## config.mk

```make
export PLATFORM = sky130hd
export DESIGN_NAME = tcdm_master_adapter
export DESIGN_NICKNAME = d
export VERILOG_FILES = /design/src/rtl/tcdm_adapter_pkg.sv /design/src/rtl/tcdm_adapter_fifo.sv /design/src/rtl/tcdm_master_adapter.sv
export SDC_FILE = /design/constraint.sdc
export NUM_CORES = 1
export LEC_CHECK = 0
export ABC_AREA = 1
export CAP_MARGIN = 40
export CORE_UTILIZATION = 45
export CTS_CLUSTER_DIAMETER = 200
export DETAILED_ROUTE_END_ITERATION = 8
export GPL_ROUTABILITY_DRIVEN = 0
export GPL_TIMING_DRIVEN = 1
export PLACE_DENSITY = 0.72
export SLEW_MARGIN = 20
export SYNTH_ARGS = -nofsm -noshare
export SYNTH_HDL_FRONTEND = slang
export SYNTH_SLANG_ARGS = --single-unit
export TNS_END_PERCENT = 5
```

## constraint.sdc

```tcl
create_clock -name clk_i -period 7.7 [get_ports clk_i]
set_clock_uncertainty 0.1 [all_clocks]
set_input_delay 2.31 -clock clk_i [delete_from_list [all_inputs] [get_ports clk_i]]
set_output_delay 2.31 -clock clk_i [all_outputs]
set_load 0.02 [all_outputs]
```

## src/rtl/tcdm_adapter_pkg.sv

```systemverilog
// Shared types and width helpers for the TCDM master adapter.
// tcdm_req_t is the request FIFO entry: one complete TCDM request beat.
package tcdm_adapter_pkg;

    function automatic int be_width(input int data_width);
        return data_width / 8;
    endfunction

    localparam int TcdmAddrWidth = 32;
    localparam int TcdmDataWidth = 32;
    localparam int TcdmBeWidth   = be_width(TcdmDataWidth);

    typedef struct packed {
        logic [TcdmAddrWidth-1:0] addr;
        logic                     wen;
        logic [TcdmDataWidth-1:0] wdata;
        logic [TcdmBeWidth-1:0]   be;
    } tcdm_req_t;

endpackage

```

## src/rtl/tcdm_adapter_fifo.sv

```systemverilog
// Synchronous FIFO with combinational head read and full/empty/usage status.
// Pushes while full and pops while empty are ignored, regardless of the other side.
module tcdm_adapter_fifo #(
    parameter type T        = logic,
    parameter int  Depth    = 2,
    parameter int  CntWidth = $clog2(Depth + 1)
) (
    input  logic                clk_i,
    input  logic                rst_ni,
    input  logic                push_i,
    input  T                    data_i,
    input  logic                pop_i,
    output T                    data_o,
    output logic                full_o,
    output logic                empty_o,
    output logic [CntWidth-1:0] usage_o
);

    localparam int PtrWidth = (Depth > 1) ? $clog2(Depth) : 1;

    T                    mem [Depth];
    logic [PtrWidth-1:0] wr_ptr_reg;
    logic [PtrWidth-1:0] rd_ptr_reg;
    logic [CntWidth-1:0] cnt_reg;
    logic                push_ok;
    logic                pop_ok;

    function automatic logic [PtrWidth-1:0] ptr_inc(input logic [PtrWidth-1:0] p);
        return (p == PtrWidth'(Depth - 1)) ? '0 : p + 1'b1;
    endfunction

    assign full_o  = (cnt_reg == CntWidth'(Depth));
    assign empty_o = (cnt_reg == '0);
    assign usage_o = cnt_reg;
    assign push_ok = push_i && !full_o;
    assign pop_ok  = pop_i && !empty_o;
    assign data_o  = mem[rd_ptr_reg];

    always_ff @(posedge clk_i) begin
        if (!rst_ni) begin
            wr_ptr_reg <= '0;
            rd_ptr_reg <= '0;
            cnt_reg    <= '0;
        end else begin
            if (push_ok) wr_ptr_reg <= ptr_inc(wr_ptr_reg);
            if (pop_ok)  rd_ptr_reg <= ptr_inc(rd_ptr_reg);
            case ({push_ok, pop_ok})
                2'b10:   cnt_reg <= cnt_reg + 1'b1;
                2'b01:   cnt_reg <= cnt_reg - 1'b1;
                default: cnt_reg <= cnt_reg;
            endcase
        end
    end

    // Storage carries no reset; stale entries are never visible past the counters.
    always_ff @(posedge clk_i) begin
        if (push_ok) mem[wr_ptr_reg] <= data_i;
    end

endmodule

```

## src/rtl/tcdm_master_adapter.sv

```systemverilog
// Master-side TCDM front end: valid/ready requests in, req/gnt out, rvld/rdata
// collected into a back-pressurable response stream with read credits.
module tcdm_master_adapter
    import tcdm_adapter_pkg::*;
#(
    parameter int AddrWidth = TcdmAddrWidth,
    parameter int DataWidth = TcdmDataWidth,
    parameter int ReqDepth  = 2,
    parameter int RspDepth  = 2,
    localparam int BeWidth  = be_width(DataWidth)
) (
    input  logic                 clk_i,
    input  logic                 rst_ni,
    input  logic                 req_valid_i,
    output logic                 req_ready_o,
    input  logic [AddrWidth-1:0] req_addr_i,
    input  logic                 req_wen_i,
    input  logic [DataWidth-1:0] req_wdata_i,
    input  logic [BeWidth-1:0]   req_be_i,
    output logic                 rsp_valid_o,
    input  logic                 rsp_ready_i,
    output logic [DataWidth-1:0] rsp_rdata_o,
    output logic                 req_o,
    output logic [AddrWidth-1:0] add_o,
    output logic                 wen_o,
    output logic [DataWidth-1:0] wdata_o,
    output logic [BeWidth-1:0]   be_o,
    input  logic                 gnt_i,
    input  logic                 rvld_i,
    input  logic [DataWidth-1:0] rdata_i
);

    tcdm_req_t                       req_in;
    tcdm_req_t                       req_head;
    logic                            req_full;
    logic                            req_empty;
    logic [$clog2(ReqDepth+1)-1:0]   req_usage;
    logic [DataWidth-1:0]            rsp_head;
    logic                            rsp_full;
    logic                            rsp_empty;
    logic [$clog2(RspDepth+1)-1:0]   rsp_usage;
    logic                            rsp_push_raw;
    logic                            credit_ok;
    logic                            grant;
    logic                            infl_rd_reg;

    assign req_in = '{addr: req_addr_i, wen: req_wen_i, wdata: req_wdata_i, be: req_be_i};

    tcdm_adapter_fifo #(
        .T     (tcdm_req_t),
        .Depth (ReqDepth)
    ) i_req_fifo (
        .clk_i   (clk_i),
        .rst_ni  (rst_ni),
        .push_i  (req_valid_i && !req_full),
        .data_i  (req_in),
        .pop_i   (grant),
        .data_o  (req_head),
        .full_o  (req_full),
        .empty_o (req_empty),
        .usage_o (req_usage)
    );

    assign req_ready_o = int'(req_usage) < ReqDepth;

    // A read may only go out if a response slot is free after counting the
    // queued responses and the read whose rvld_i is still pending.
    assign credit_ok = req_head.wen || ((int'(rsp_usage) + int'(infl_rd_reg)) < RspDepth);
    assign req_o     = !req_empty && credit_ok;
    assign grant     = req_o && gnt_i;

    assign add_o   = req_empty ? '0 : req_head.addr;
    assign wen_o   = !req_empty && req_head.wen;
    assign wdata_o = req_empty ? '0 : req_head.wdata;
    assign be_o    = req_empty ? '0 : req_head.be;

    always_ff @(posedge clk_i) begin
        if (!rst_ni) infl_rd_reg <= 1'b0;
        else         infl_rd_reg <= grant && !req_head.wen;
    end

    // rvld_i for writes or with nothing in flight is simply not pushed.
    assign rsp_push_raw = rvld_i && infl_rd_reg;

    tcdm_adapter_fifo #(
        .T     (logic [DataWidth-1:0]),
        .Depth (RspDepth)
    ) i_rsp_fifo (
        .clk_i   (clk_i),
        .rst_ni  (rst_ni),
        .push_i  (rsp_push_raw && !rsp_full),
        .data_i  (rdata_i),
        .pop_i   (rsp_ready_i),
        .data_o  (rsp_head),
        .full_o  (rsp_full),
        .empty_o (rsp_empty),
        .usage_o (rsp_usage)
    );

    assign rsp_valid_o = !rsp_empty;
    assign rsp_rdata_o = rsp_empty ? '0 : rsp_head;

    a_req_stable: assert property (@(posedge clk_i) disable iff (!rst_ni)
        (req_o && !gnt_i) |=> (req_o && $stable(add_o) && $stable(wen_o)
                               && $stable(wdata_o) && $stable(be_o)));
    a_rsp_no_overflow: assert property (@(posedge clk_i) disable iff (!rst_ni)
        !(rsp_push_raw && rsp_full));
    a_gnt_with_req: assert property (@(posedge clk_i) disable iff (!rst_ni)
        !(gnt_i && !req_o));

endmodule

```

==> qor.log <==
qor: placement.placement.io_buffers 210
qor: yosys.synth_most_common_cell nand2_1
qor: yosys.synth.area.top_cells edfxtp_1, nand2_1, a21oi_1
qor: timing.timing_max_transition_violations_final 0
qor: timing.finalSetupViolations 0
qor: floorplanning.floorplan.core_area 17,400 um^2
qor: worst_setup_path.worstPathMaxFanout 70
qor: timing.max-slew-margin-rel 0.484
qor: yosys.postSynth.topFlopCell edfxtp_1
qor: worst_hold_path.hold_start i_rsp_fifo.rd_ptr_reg$_SDFFE_PN0N_
qor: power_and_ir_drop.power.share.switching 0.301
qor: route.viasPerCell 5.01
qor: clock_tree.cts-htree-levels 1
qor: grt.gr-total-overflow 0
qor: yosys.netlist_area 8050 um^2
qor: route.drt_first_pass_iters 4
qor: power_and_ir_drop.combinational_share_of_power 0.276
qor: power_and_ir_drop.max-vdd-ir-drop 0.000218 V
qor: route.drt-initial-drc-count 254
qor: finish.final_net_count 934
qor: timing.setup_repair_after_global_routing_missed_its_margin false
qor: finish.top_register i_req_fifo.mem
qor: worst_setup_path.kind_of_launch_point_of_the_worst_setup_path flip-flop
qor: job.maxCapViolCount 0
qor: timing.slew_worst_pin 774 ps
qor: worst_setup_path.worstRegToRegCells 12
qor: floorplanning.die_height 136 um
qor: finish.seq_area 6290 um^2
qor: yosys.synth_sequential_area_ratio 0.781
qor: worst_setup_path.criticalPathCategory flip-flop to output pin
qor: floorplanning.num_io_pins 211
qor: placement.dpl-instance-area 10,400 um^2
qor: worst_setup_path.cp-end-kind output pin
qor: route.drc 0
qor: finish.largest_register_ffs 138
qor: yosys.synth.top_cell.area_share 0.754
qor: worst_setup_path.crit_required 5290 ps
qor: yosys.post_synth_inst_count 612
qor: yosys.synth_top_cells_by_count nand2_1, edfxtp_1, a21oi_1, buf_2
qor: timing.final_hold_viol_count 0
qor: clock_tree.clk_path_buf_depth 3
qor: run_status.status completed
qor: route.post_route_antenna_net_violation_count 0
qor: power_and_ir_drop.power.clock.fraction 0.295
qor: worst_hold_path.worstHoldPathType flip-flop to flip-flop
qor: yosys.netlist.top_cell.by_area edfxtp_1
qor: route.avgRoutedWirePerCell 16.7 um
qor: yosys.synth.ff_latch_count 213
qor: clock_tree.post-cts-setup-buffer-count 0
qor: finish.layout_top_registers i_req_fifo.mem x138, i_rsp_fifo.mem x64
qor: power_and_ir_drop.power.density_cell_area 296 nW/um^2
qor: finish.n_antenna_cell 0
qor: route.vias 5,340
qor: power_and_ir_drop.total_power 0.00327 W
qor: clock_tree.cts.hold.buffers_added 0
qor: floorplanning.die_w 136 um
qor: clock_tree.postCtsResizedCells 0
qor: timing.fmax_achieved 187 MHz
qor: floorplanning.rows 48
qor: power_and_ir_drop.power_switching 0.000984 W
qor: power_and_ir_drop.pwr-share-seq 0.429
qor: timing.fin_setup_tns 0 ps
qor: power_and_ir_drop.cellInternalPower 0.00228 W
qor: yosys.synth-warning-count 0
qor: grt.grt_antenna_before_repair 0
qor: yosys.fraction_of_synthesis_flops_using_an_asynchronous_set_or_reset_pin 0
qor: yosys.mappedNetlistNets 721
qor: worst_hold_path.worst_hold_path_stage_count 1
qor: timing.final_min_period_over_clock_period 0.696
qor: placement.post-dp-hpwl 11,300 um
qor: clock_tree.ctsRootBufferMaster clkbuf_16
qor: clock_tree.clkTransAtPathRegs 60 ps
qor: clock_tree.cts_buffers 23
qor: worst_setup_path.r2r-end i_req_fifo.usage_o[1]$_SDFFE_PN0P_
qor: finish.area_of_the_multi_input_gates 1530 um^2
qor: floorplanning.start_util 0.464
qor: finish.syn_to_final_growth 37.1%
qor: timing.period_minus_slack 5360 ps
qor: finish.fillerInstances 1,299
qor: yosys.synth-edff-count 202
qor: yosys.synth_area_per_cell 13.1 um^2
qor: grt.grt_max_degree 71
qor: grt.grt_pass1_wl 27,600 um
qor: clock_tree.tritoncts built
qor: finish.post-route-cell-area 11,000 um^2
qor: worst_setup_path.rrSetupSlack 4890 ps
qor: clock_tree.worst_skew_pair.late_latency 500 ps
qor: clock_tree.clock_sinks 213
qor: route.drt-total-wl 17,800 um
qor: yosys.synth_cell_types 21
qor: grt.grt_pass1_vias 5,541
qor: floorplanning.floorplan.die_area 18,400 um^2
qor: finish.share_of_layout_cells_above_drive_strength_1 0.0690
qor: power_and_ir_drop.static-leakage-power 3.87 nW
qor: grt.grt.total_usage 0.194
qor: worst_setup_path.critical_path_arrival 2950 ps
[cells by family (layout without fill, tap and decap cells)]
group | Yosys count | in the layout | synth area share
AND/OR/NAND/NOR | 232 | 232 | 0.111
AO/OA/AOI/OAI | 117 | 117 | 0.0732
flip-flops | 213 | 213 | 0.781
buffers and inverters | 48 | 276 | 0.0311
adder cells (fa/ha/maj) | 2 | 2 | 0.00311
[through the flow]
stage	util	setup WS, ps	hold WS, ps	std cells
2_1_floorplan	-	1830	331	612
3_3_place_gp	0.595	2830	345	1023
3_5_place_dp	0.597	2810	355	1025
4_1_cts	0.636	2270	363	1065
5_1_grt	0.636	2160	369	1065
6_report	0.636	2340	363	1065
[layout by cell type, fill, tap and decap left out, drive strengths merged]
| master | count |
|---|---|
| clkinv | 13 |
| nand4 | 1 |
| buf | 10 |
| nor2 | 14 |
| o21ai | 8 |
| clkinvlp | 1 |
| inv | 17 |
| clkbuf | 25 |
| nand3 | 2 |
| a21oi | 109 |
| ha | 2 |
| nand2 | 215 |
| clkdlybuf4s50 | 210 |
| edfxtp | 202 |
| dfxtp | 11 |
[per-layer routing]
layer,wire [um],vias to the layer above,GRT usage
li1,-,2569,-
met1,6900,2526,0.235
met2,8710,214,0.330
met3,1890,31,0.0658
met4,299,0,0.0506
met5,0,-,0
[power by group through the flow]
stage	combinational [W]	clock, W	sequential (W)
after floorplan	0.000484	0	0.00143
after global placement	0.000887	0	0.00142
after detailed placement	0.000904	0	0.00143
after CTS	0.000914	0.000991	0.00140
after global routing	0.000969	0.00103	0.00141
final	0.000901	0.000965	0.00140
[worst max path at each step]
stage | start | endpoint | depth (start not counted)
after floorplan | req_valid_i | i_req_fifo.mem[0][0]$_DFFE_PP_ | 2
after global placement | flip-flop | req_o | 6
after detailed placement | flip-flop | req_o | 6
after CTS | flip-flop | req_o | 6
after global routing | flip-flop | req_o | 6
final | flip-flop | req_o | 6
[cell type report]
type / count / share of cell area
clock inverters: 15 / 0.00760
clock buffers: 25 / 0.0528
inverters: 16 / 0.00567
well taps: 225 / 0.0255
flip-flops and latches: 213 / 0.570
multi-input cells: 351 / 0.139
repair buffers: 220 / 0.200
[critical path: stages (launching register included)]
cell and delay, ps:
dfxtp_2 310, buf_4 590, inv_4 450, nand2_2 190, nand2_2 90, a21oi_1 140
clkdlybuf4s50_1 620
Note: power is estimated with default switching activity, not from simulation.
